### src/rtl/k12a_fetch_unit_pkg.sv
// Shared definitions for the K12A fetch/sequencing stage.
//   fetch_state_t     : fetch sequencer state encoding
//   K12A_OPCODE_SKIP  : 5-bit major opcode of the skip instruction class
//   is_skip_opcode()  : true when an instruction word belongs to the skip class
package k12a_fetch_unit_pkg;

  typedef enum logic [1:0] {
    FETCH_STATE_HI      = 2'd0,
    FETCH_STATE_LO      = 2'd1,
    FETCH_STATE_EXECUTE = 2'd2
  } fetch_state_t;

  localparam logic [4:0] K12A_OPCODE_SKIP = 5'b10110;

  function automatic logic is_skip_opcode(input logic [15:0] word);
    return word[15:11] == K12A_OPCODE_SKIP;
  endfunction

endpackage

### src/rtl/k12a_fetch_unit_if.sv
// Byte-wide instruction memory read bus.
//   mem_addr  : byte address of the current read
//   mem_rd    : read request
//   mem_ready : read completes this cycle, mem_rdata valid
//   mem_rdata : read data
// master = fetch unit, slave = instruction memory.
interface k12a_fetch_unit_if;
  logic [15:0] mem_addr;
  logic        mem_rd;
  logic        mem_ready;
  logic [7:0]  mem_rdata;

  modport master (output mem_addr, mem_rd, input mem_ready, mem_rdata);
  modport slave  (input mem_addr, mem_rd, output mem_ready, mem_rdata);
endinterface

### src/rtl/k12a_fetch_unit.sv
// K12A instruction fetch and sequencing stage.
// Owns the program counter, assembles each 16-bit instruction from two
// big-endian byte reads (high byte at pc, low byte at pc+1), presents it to
// the ALU/control logic and nullifies the instruction following a taken skip.
// Ports:
//   clock, reset_n : clock and synchronous active-low reset
//   mem            : byte read bus (master side)
//   pc, inst       : program counter and instruction register
//   inst_valid     : instruction in EXECUTE and not nullified
//   is_skip        : valid instruction is of the skip class
//   exec_done      : control unit finished executing inst (EXECUTE only)
//   alu_condition  : condition result, sampled with exec_done
//   pc_load        : jump request, sampled with exec_done
//   pc_load_value  : jump target
module k12a_fetch_unit
  import k12a_fetch_unit_pkg::*;
#(
  parameter logic [15:0] RESET_PC = 16'h0000
) (
  input  logic                      clock,
  input  logic                      reset_n,
  k12a_fetch_unit_if.master         mem,
  output logic [15:0]               pc,
  output logic [15:0]               inst,
  output logic                      inst_valid,
  output logic                      is_skip,
  input  logic                      exec_done,
  input  logic                      alu_condition,
  input  logic                      pc_load,
  input  logic [15:0]               pc_load_value
);

  fetch_state_t state, state_next;
  logic [15:0]  pc_next;
  logic [15:0]  inst_next;
  logic [15:0]  pc_inc;
  logic         skip_pending, skip_next;
  logic         mem_rd_int;

  // Natural 16-bit overflow gives the required wrap from 16'hFFFF to 16'h0000.
  assign pc_inc       = pc + 16'd1;
  assign mem.mem_addr = pc;
  assign mem.mem_rd   = mem_rd_int;

  always_comb begin
    // NOTE: every signal written here gets a default first so no path leaves
    // it unassigned; otherwise synthesis infers a latch to hold the old value.
    state_next = state;
    pc_next    = pc;
    inst_next  = inst;
    skip_next  = skip_pending;
    mem_rd_int = 1'b0;
    inst_valid = 1'b0;
    is_skip    = 1'b0;

    unique case (state)
      FETCH_STATE_HI: begin
        mem_rd_int = 1'b1;
        if (mem.mem_ready) begin
          inst_next[15:8] = mem.mem_rdata;
          pc_next         = pc_inc;
          state_next      = FETCH_STATE_LO;
        end
      end

      FETCH_STATE_LO: begin
        mem_rd_int = 1'b1;
        if (mem.mem_ready) begin
          inst_next[7:0] = mem.mem_rdata;
          pc_next        = pc_inc;
          state_next     = FETCH_STATE_EXECUTE;
        end
      end

      FETCH_STATE_EXECUTE: begin
        if (skip_pending) begin
          // Nullified slot: control inputs are ignored and the slot lasts one
          // cycle. Clearing skip_pending here stops a skipped skip from chaining.
          skip_next  = 1'b0;
          state_next = FETCH_STATE_HI;
        end else begin
          inst_valid = 1'b1;
          is_skip    = is_skip_opcode(inst);
          if (exec_done) begin
            state_next = FETCH_STATE_HI;
            if (pc_load) begin
              // A jump retargets the stream, so a pending skip is dropped.
              pc_next   = pc_load_value;
              skip_next = 1'b0;
            end else begin
              skip_next = is_skip && alu_condition;
            end
          end
        end
      end

      default: state_next = FETCH_STATE_HI;
    endcase

    // Outputs are forced idle while reset is asserted, even before the first
    // edge has cleared the state registers.
    if (!reset_n) begin
      mem_rd_int = 1'b0;
      inst_valid = 1'b0;
      is_skip    = 1'b0;
    end
  end

  always_ff @(posedge clock) begin
    // NOTE: non-blocking assignments so every register samples pre-edge values
    // regardless of statement order.
    if (!reset_n) begin
      state        <= FETCH_STATE_HI;
      pc           <= RESET_PC;
      inst         <= 16'h0000;
      skip_pending <= 1'b0;
    end else begin
      state        <= state_next;
      pc           <= pc_next;
      inst         <= inst_next;
      skip_pending <= skip_next;
    end
  end

endmodule

### src/flat_wrapper.sv
// flat-port wrapper written by rule: the top's interface ports become plain ports
module k12a_fetch_unit_flat import k12a_fetch_unit_pkg::*;
#(
  parameter logic [15:0] RESET_PC = 16'h0000
)
  (clock, reset_n, pc, inst, inst_valid, is_skip, exec_done, alu_condition, pc_load, pc_load_value, mem_mem_addr, mem_mem_rd, mem_mem_ready, mem_mem_rdata);
  k12a_fetch_unit_if mem_i ();
  input  logic clock;
  input  logic reset_n;
  output logic [15:0] pc;
  output logic [15:0] inst;
  output logic inst_valid;
  output logic is_skip;
  input  logic exec_done;
  input  logic alu_condition;
  input  logic pc_load;
  input  logic [15:0] pc_load_value;
  output wire logic [$bits(mem_i.mem_addr)-1:0] mem_mem_addr;
  output wire logic [$bits(mem_i.mem_rd)-1:0] mem_mem_rd;
  input wire logic [$bits(mem_i.mem_ready)-1:0] mem_mem_ready;
  input wire logic [$bits(mem_i.mem_rdata)-1:0] mem_mem_rdata;
  assign mem_mem_addr = mem_i.mem_addr;
  assign mem_mem_rd = mem_i.mem_rd;
  assign mem_i.mem_ready = mem_mem_ready;
  assign mem_i.mem_rdata = mem_mem_rdata;
  k12a_fetch_unit #(.RESET_PC(RESET_PC)) u_core (.clock(clock), .reset_n(reset_n), .mem(mem_i), .pc(pc), .inst(inst), .inst_valid(inst_valid), .is_skip(is_skip), .exec_done(exec_done), .alu_condition(alu_condition), .pc_load(pc_load), .pc_load_value(pc_load_value));
endmodule
### config.mk
export PLATFORM = sky130hd
export DESIGN_NAME = k12a_fetch_unit_flat
export DESIGN_NICKNAME = d
export VERILOG_FILES = /design/src/rtl/k12a_fetch_unit_pkg.sv /design/src/rtl/k12a_fetch_unit_if.sv /design/src/rtl/k12a_fetch_unit.sv /design/src/flat_wrapper.sv
export SDC_FILE = /design/constraint.sdc
export NUM_CORES = 1
export LEC_CHECK = 0
export ABC_AREA = 1
export CAP_MARGIN = 40
export CORE_ASPECT_RATIO = 1.2
export CORE_MARGIN = 2
export CORE_UTILIZATION = 43
export CTS_CLUSTER_SIZE = 30
export DETAILED_ROUTE_END_ITERATION = 8
export GPL_ROUTABILITY_DRIVEN = 1
export PLACE_DENSITY = 0.8
export SLEW_MARGIN = 20
export SYNTH_ARGS = -nofsm -noshare
export SYNTH_HDL_FRONTEND = slang
export SYNTH_SLANG_ARGS = --single-unit
### constraint.sdc
create_clock -name clock -period 1.7 [get_ports clock]
set_clock_uncertainty 0.05 [all_clocks]
set_input_delay 0.255 -clock clock [delete_from_list [all_inputs] [get_ports clock]]
set_output_delay 0.255 -clock clock [all_outputs]
set_load 0.05 [all_outputs]
-- Word level (Yosys, flattened, before mapping)
Cells that the tools add are included.
- flip-flop bits (word level): 35
- input bits: 30
- output and inout port bits: 51
- $add $sub $neg: 1
- eq/ne operators: 10
- mux-type cells: 21
- reductions and logical operators: 8
- operators by type and width (operator ; number):
    16-bit two-way mux ; 4
    16-bit one-hot mux with 2 select lines ; 1
    16-bit by 1-bit adder with 16-bit output (second input constant) ; 1
    1-bit two-way mux ; 11
    2-bit inequality test (second input constant) ; 5
    2-bit two-way mux ; 4
    2-bit one-hot mux with 3 select lines ; 1
    5-bit == test (second input constant) ; 1
    5-bit AND reduction ; 1
    2-bit AND reduction ; 2
    3-bit by 2-bit inequality test with 1-bit output (second input constant) ; 1
    3-bit AND reduction ; 1
    2-bit by 1-bit == test with 1-bit output (second input constant) ; 1
    2-bit == test (second input constant) ; 1
    2-bit logical NOT ; 1
    2-bit by 1-bit inequality test with 1-bit output (second input constant) ; 1
    2-bit nonzero test ; 1
    2-bit OR reduction ; 1
    1-bit logical AND ; 1

-- Depth between registers and ports, before layout
- depth in word-level cells: 5
- gate-level depth with buffers: 9
- depth with buffers taken out: 9

-- Worst setup path before layout
Ideal clock, no wire load.
- path type: flip-flop to output port
- start point: register u_core.state[0]
- end point: output is_skip
- arrival: 2318 ps
- required time: 1395 ps
- path slack: -923 ps
- cell stages (with the launch flop): 6
- buffers on the path: 1
- path through: dfxtp_1 inv_1 nand2_2 buf_2 nor3_1 and3_1
- longest elaborated chain between the ends: 3
- ends and longest elaborated chain (what ; line ; text):
    from (decl) ; k12a_fetch_unit.sv:33 ; fetch_state_t state, state_next;
    from (signal assigned) ; k12a_fetch_unit.sv:118 ; state <= state_next;
    2-bit == test ; k12a_fetch_unit.sv:56 ; unique case (state)
    1-bit two-way mux ; k12a_fetch_unit.sv:56 ;
    1-bit two-way mux ; k12a_fetch_unit.sv:102 ; if (!reset_n) begin
    to (decl) ; flat_wrapper.sv:13 ; output logic is_skip;
No other way between the ends.

-- Worst setup path after layout
- start point: register u_core.inst[13]
- end point: output is_skip
- longest elaborated chain between the ends: 4
- ends and longest elaborated chain (what ; line ; text):
    from (decl) ; k12a_fetch_unit.sv:24 ; output logic [15:0] inst,
    from (signal assigned) ; k12a_fetch_unit.sv:120 ; inst <= inst_next;
    5-bit == test ; k12a_fetch_unit_pkg.sv:16 ; return word[15:11] == K12A_OPCODE_SKIP;
    1-bit two-way mux ; k12a_fetch_unit.sv:76 ; if (skip_pending) begin
    1-bit two-way mux ; k12a_fetch_unit.sv:56 ;
    1-bit two-way mux ; k12a_fetch_unit.sv:102 ;
No other way between the ends.

==> results.json <==
{
  "worst-setup-path-type": "reg -> out",
  "die_w_um": 65.4,
  "ios": 81,
  "vias": 2154,
  "clk_pin_slew_worst_paths_ns": 0.08,
  "fin_nets": 404,
  "synth.net_count": 331,
  "drt_pass1_iterations": 4,
  "max-cap-violations": 0,
  "htree_levels": 2,
  "end_kind": "output pin",
  "clockPowerShare_pct": 37.7,
  "yosysUniqueCellTypes": 30,
  "cp.arrival_ns": 1.37,
  "finalHoldViolations": 0,
  "worst_slack_ns": 0.0296,
  "power.internal_w": 0.00167,
  "clk_path_buf_depth": 2,
  "worst-path-buf-inv": 2,
  "root_buffer": "clkbuf_8",
  "holdPathStages": 2,
  "maxSlewViolCount": 0,
  "cpMaxStageDelayCell": "dfxtp_2",
  "utilization_pct": 66.6,
  "ys_ff_latch": 35,
  "cp.required_ns": 1.39,
  "cts_buffers": 5,
  "max_freq_ghz": 0.599,
  "dpl_worst_slack_ns": -0.0261,
  "p_switching_w": 0.000732,
  "die_h_um": 77.7,
  "p_seq_share_pct": 38.0,
  "drt_iter0_markers": 175,
  "ir_drop_uv": 640,
  "final_antenna_net_count": 0,
  "avgSynthCellArea_um2": 6.49,
  "outcome": "completed",
  "hold_path.class": "reg -> reg",
  "rows": 26,
  "track_usage_pct": 22.1,
  "ys_seq_area_share_pct": 36.0,
  "finalCritPeriodShare_pct": 98.3,
  "tightestPinTransition_ns": 0.330,
  "yosysWarnings": 0,
  "worst_skew_pair.late_latency_ns": 0.29,
  "grt_pass1_wl_um": 8840,
  "first_global_vias": 2006,
  "syn-instance-count": 300,
  "io_buffers": 80,
  "powerDensity_mw_per_mm2": 842,
  "fp.dieArea_mm2": 0.00508,
  "slowest_delay_ns": 0.34,
  "rr_worst_depth": 7,
  "grt_max_degree": 20,
  "drc": 0,
  "pwr-share-comb_pct": 24.3,
  "cts_tree": "built",
  "gr-total-overflow": 0,
  "core_area_mm2": 0.00429,
  "finalNonFillerCells": 430,
  "path_cells": "inv_2 -> nor4_4 -> and3_4 -> buf_12",
  "cts_sinks": 35,
  "p_sw_share_pct": 30.4,
  "area_growth_pct": 46.8,
  "antenna_found_initial": 0,
  "finalPower_w": 0.00241,
  "wl_um": 5330,
  "wl_per_cell_um": 12.4,
  "cp_max_fo": 2,
  "synthesis.area_mm2": 0.00195,
  "dpl.cell_count": 421,
  "nFillCells": 384,
  "n_antenna_cell": 0,
  "postCtsHoldBufs": 0,
  "gp_congestion": 0.828,
  "layout_min_cycle_time_ns": 1.67,
  "leakage_nw": 1.27,
  "drive_gt1_share_pct": 23.8,
  "max_slew_margin_pct": 77.9,
  "crit_cells": 4,
  "start_util_pct": 45.3,
  "vias_per_cell": 5.01,
  "path_delay_family": "simple AND/OR/NAND/NOR gates",
  "setup_viol": 0,
  "dpl.hpwl_um": 3850,
  "startpoint_type": "flip-flop"
}
-- path summary, 6_finish.rpt --
kind                                from                      end  slack, ns
setup / recovery         u_core.inst[13]                  is_skip       0.03
hold / removal            u_core.inst[5]           u_core.inst[5]       0.40
setup reg to reg  u_core.mem.mem_addr[0]  u_core.mem.mem_addr[10]       0.14
hold reg to reg           u_core.inst[5]           u_core.inst[5]       0.40
-- flip-flops by register name (all words and copies together) (netlist names) --
name and cells:
u_core.inst 16, u_core.mem.mem_addr 16, u_core.state 2, u_core.skip_pending 1
-- kinds of logic after synthesis --
| group | count (synthesis) | share of synthesized area [%] |
|---|---|---|
| AOI/OAI and AO/OA | 60 | 16.1 |
| buffers and inverters | 60 | 15.9 |
| DFF | 35 | 36.0 |
| adders and majority gates | 1 | 0.643 |
| and+or+nand+nor | 143 | 31.0 |
| xor gates and xnor gates | 1 | 0.450 |
-- cell usage after synthesis, drive strengths merged --
| cell | number | area [um^2] |
|---|---|---|
| clkbuf | 3 | 11.3 |
| nor2 | 46 | 180 |
| a22o | 2 | 17.5 |
| and3 | 1 | 6.26 |
| nor3 | 2 | 10.0 |
| a21oi | 27 | 135 |
| nand3b | 1 | 7.51 |
| xor2 | 1 | 8.76 |
| nor4 | 1 | 6.26 |
| o211ai | 1 | 7.51 |
| inv | 33 | 126 |
| nand2 | 68 | 260 |
| nand3 | 19 | 100 |
| ha | 1 | 12.5 |
| o21ai | 28 | 140 |
| nand4 | 3 | 18.8 |
| or2 | 1 | 6.26 |
| dfxtp | 35 | 701 |
| clkinv | 1 | 3.75 |
| nor3b | 1 | 7.51 |
| buf | 23 | 168 |
| a31oi | 2 | 12.5 |
-- stage by stage --
stage | hold WS (ns) | setup TNS, ns | instance area, um^2
after floorplan | 0.340 | -0.0805 | 1970
after global placement | 0.382 | -0.00234 | 2690
after detailed placement | 0.388 | -0.0432 | 2690
after CTS | 0.400 | -0.0520 | 2840
after global routing | 0.416 | -0.0299 | 2860
final | 0.397 | 0 | 2860
-- layer usage --
metal / part of all wire [%] / wire [um] / vias to the layer above / track usage (%)
li1: - / - / 1087 / -
met1: 40 / 2150 / 976 / 25.0
met2: 52 / 2750 / 81 / 37.9
met3: 6.2 / 330 / 10 / 6.23
met4: 1.9 / 99 / 0 / 9.79
met5: 0 / 0 / - / 0
-- cells in the final DEF, fill, tap and decap left out, types with 2 or more instances in the layout --
cell type and n:
o21ai_0 27, dfxtp_1 30, inv_1 29, buf_12 6, inv_2 4, a21oi_1 27, nand4_1 3, buf_4 57
nand2_1 66, clkbuf_8 5, a31oi_1 2, nand3_1 18, bufinv_16 2, a22o_1 2, dfxtp_2 5, clkdlybuf4s50_1 28
nor2_1 45
-- final cells by class --
class                      count  area, um^2  area share [%]
clock buffer                   5        68.8            2.41
clock inverter                 3        67.6            2.36
inverter                      34         130            4.55
sequential                    35         707            24.7
timing repair buffer          92         841            29.4
tap                           56        70.1            2.45
multi-input combinational    205         973            34.1
-- worst register-to-register path: stages, from the launching register on --
cell and delay, ns:
dfxtp_2 0.38, ha_1 0.19, nand3_1 0.15, nor2_1 0.32, nand3_1 0.16, nand3_1 0.11, nand2_1 0.05, a21oi_1 0.10
-- power by group through the flow --
stage / sequential, W / combinational, W / clock, W
floorplan: 0.00107 / 0.000219 / 0
global route: 0.000922 / 0.000621 / 0.000954
CTS: 0.000911 / 0.000583 / 0.000918
finish: 0.000915 / 0.000584 / 0.000908
global placement: 0.000927 / 0.000573 / 0
detailed placement: 0.000927 / 0.000579 / 0
-- timing repair --
| item | CTS | global route |
|---|---|---|
| buffers inserted | 0 | 1 |
| gates resized for setup | 2 | 8 |
| cloned | 0 | 0 |
| setup endpoints to repair | 2 | 3 |
| pin swaps | 0 | 4 |
Note: power is estimated with default switching activity, not from simulation.
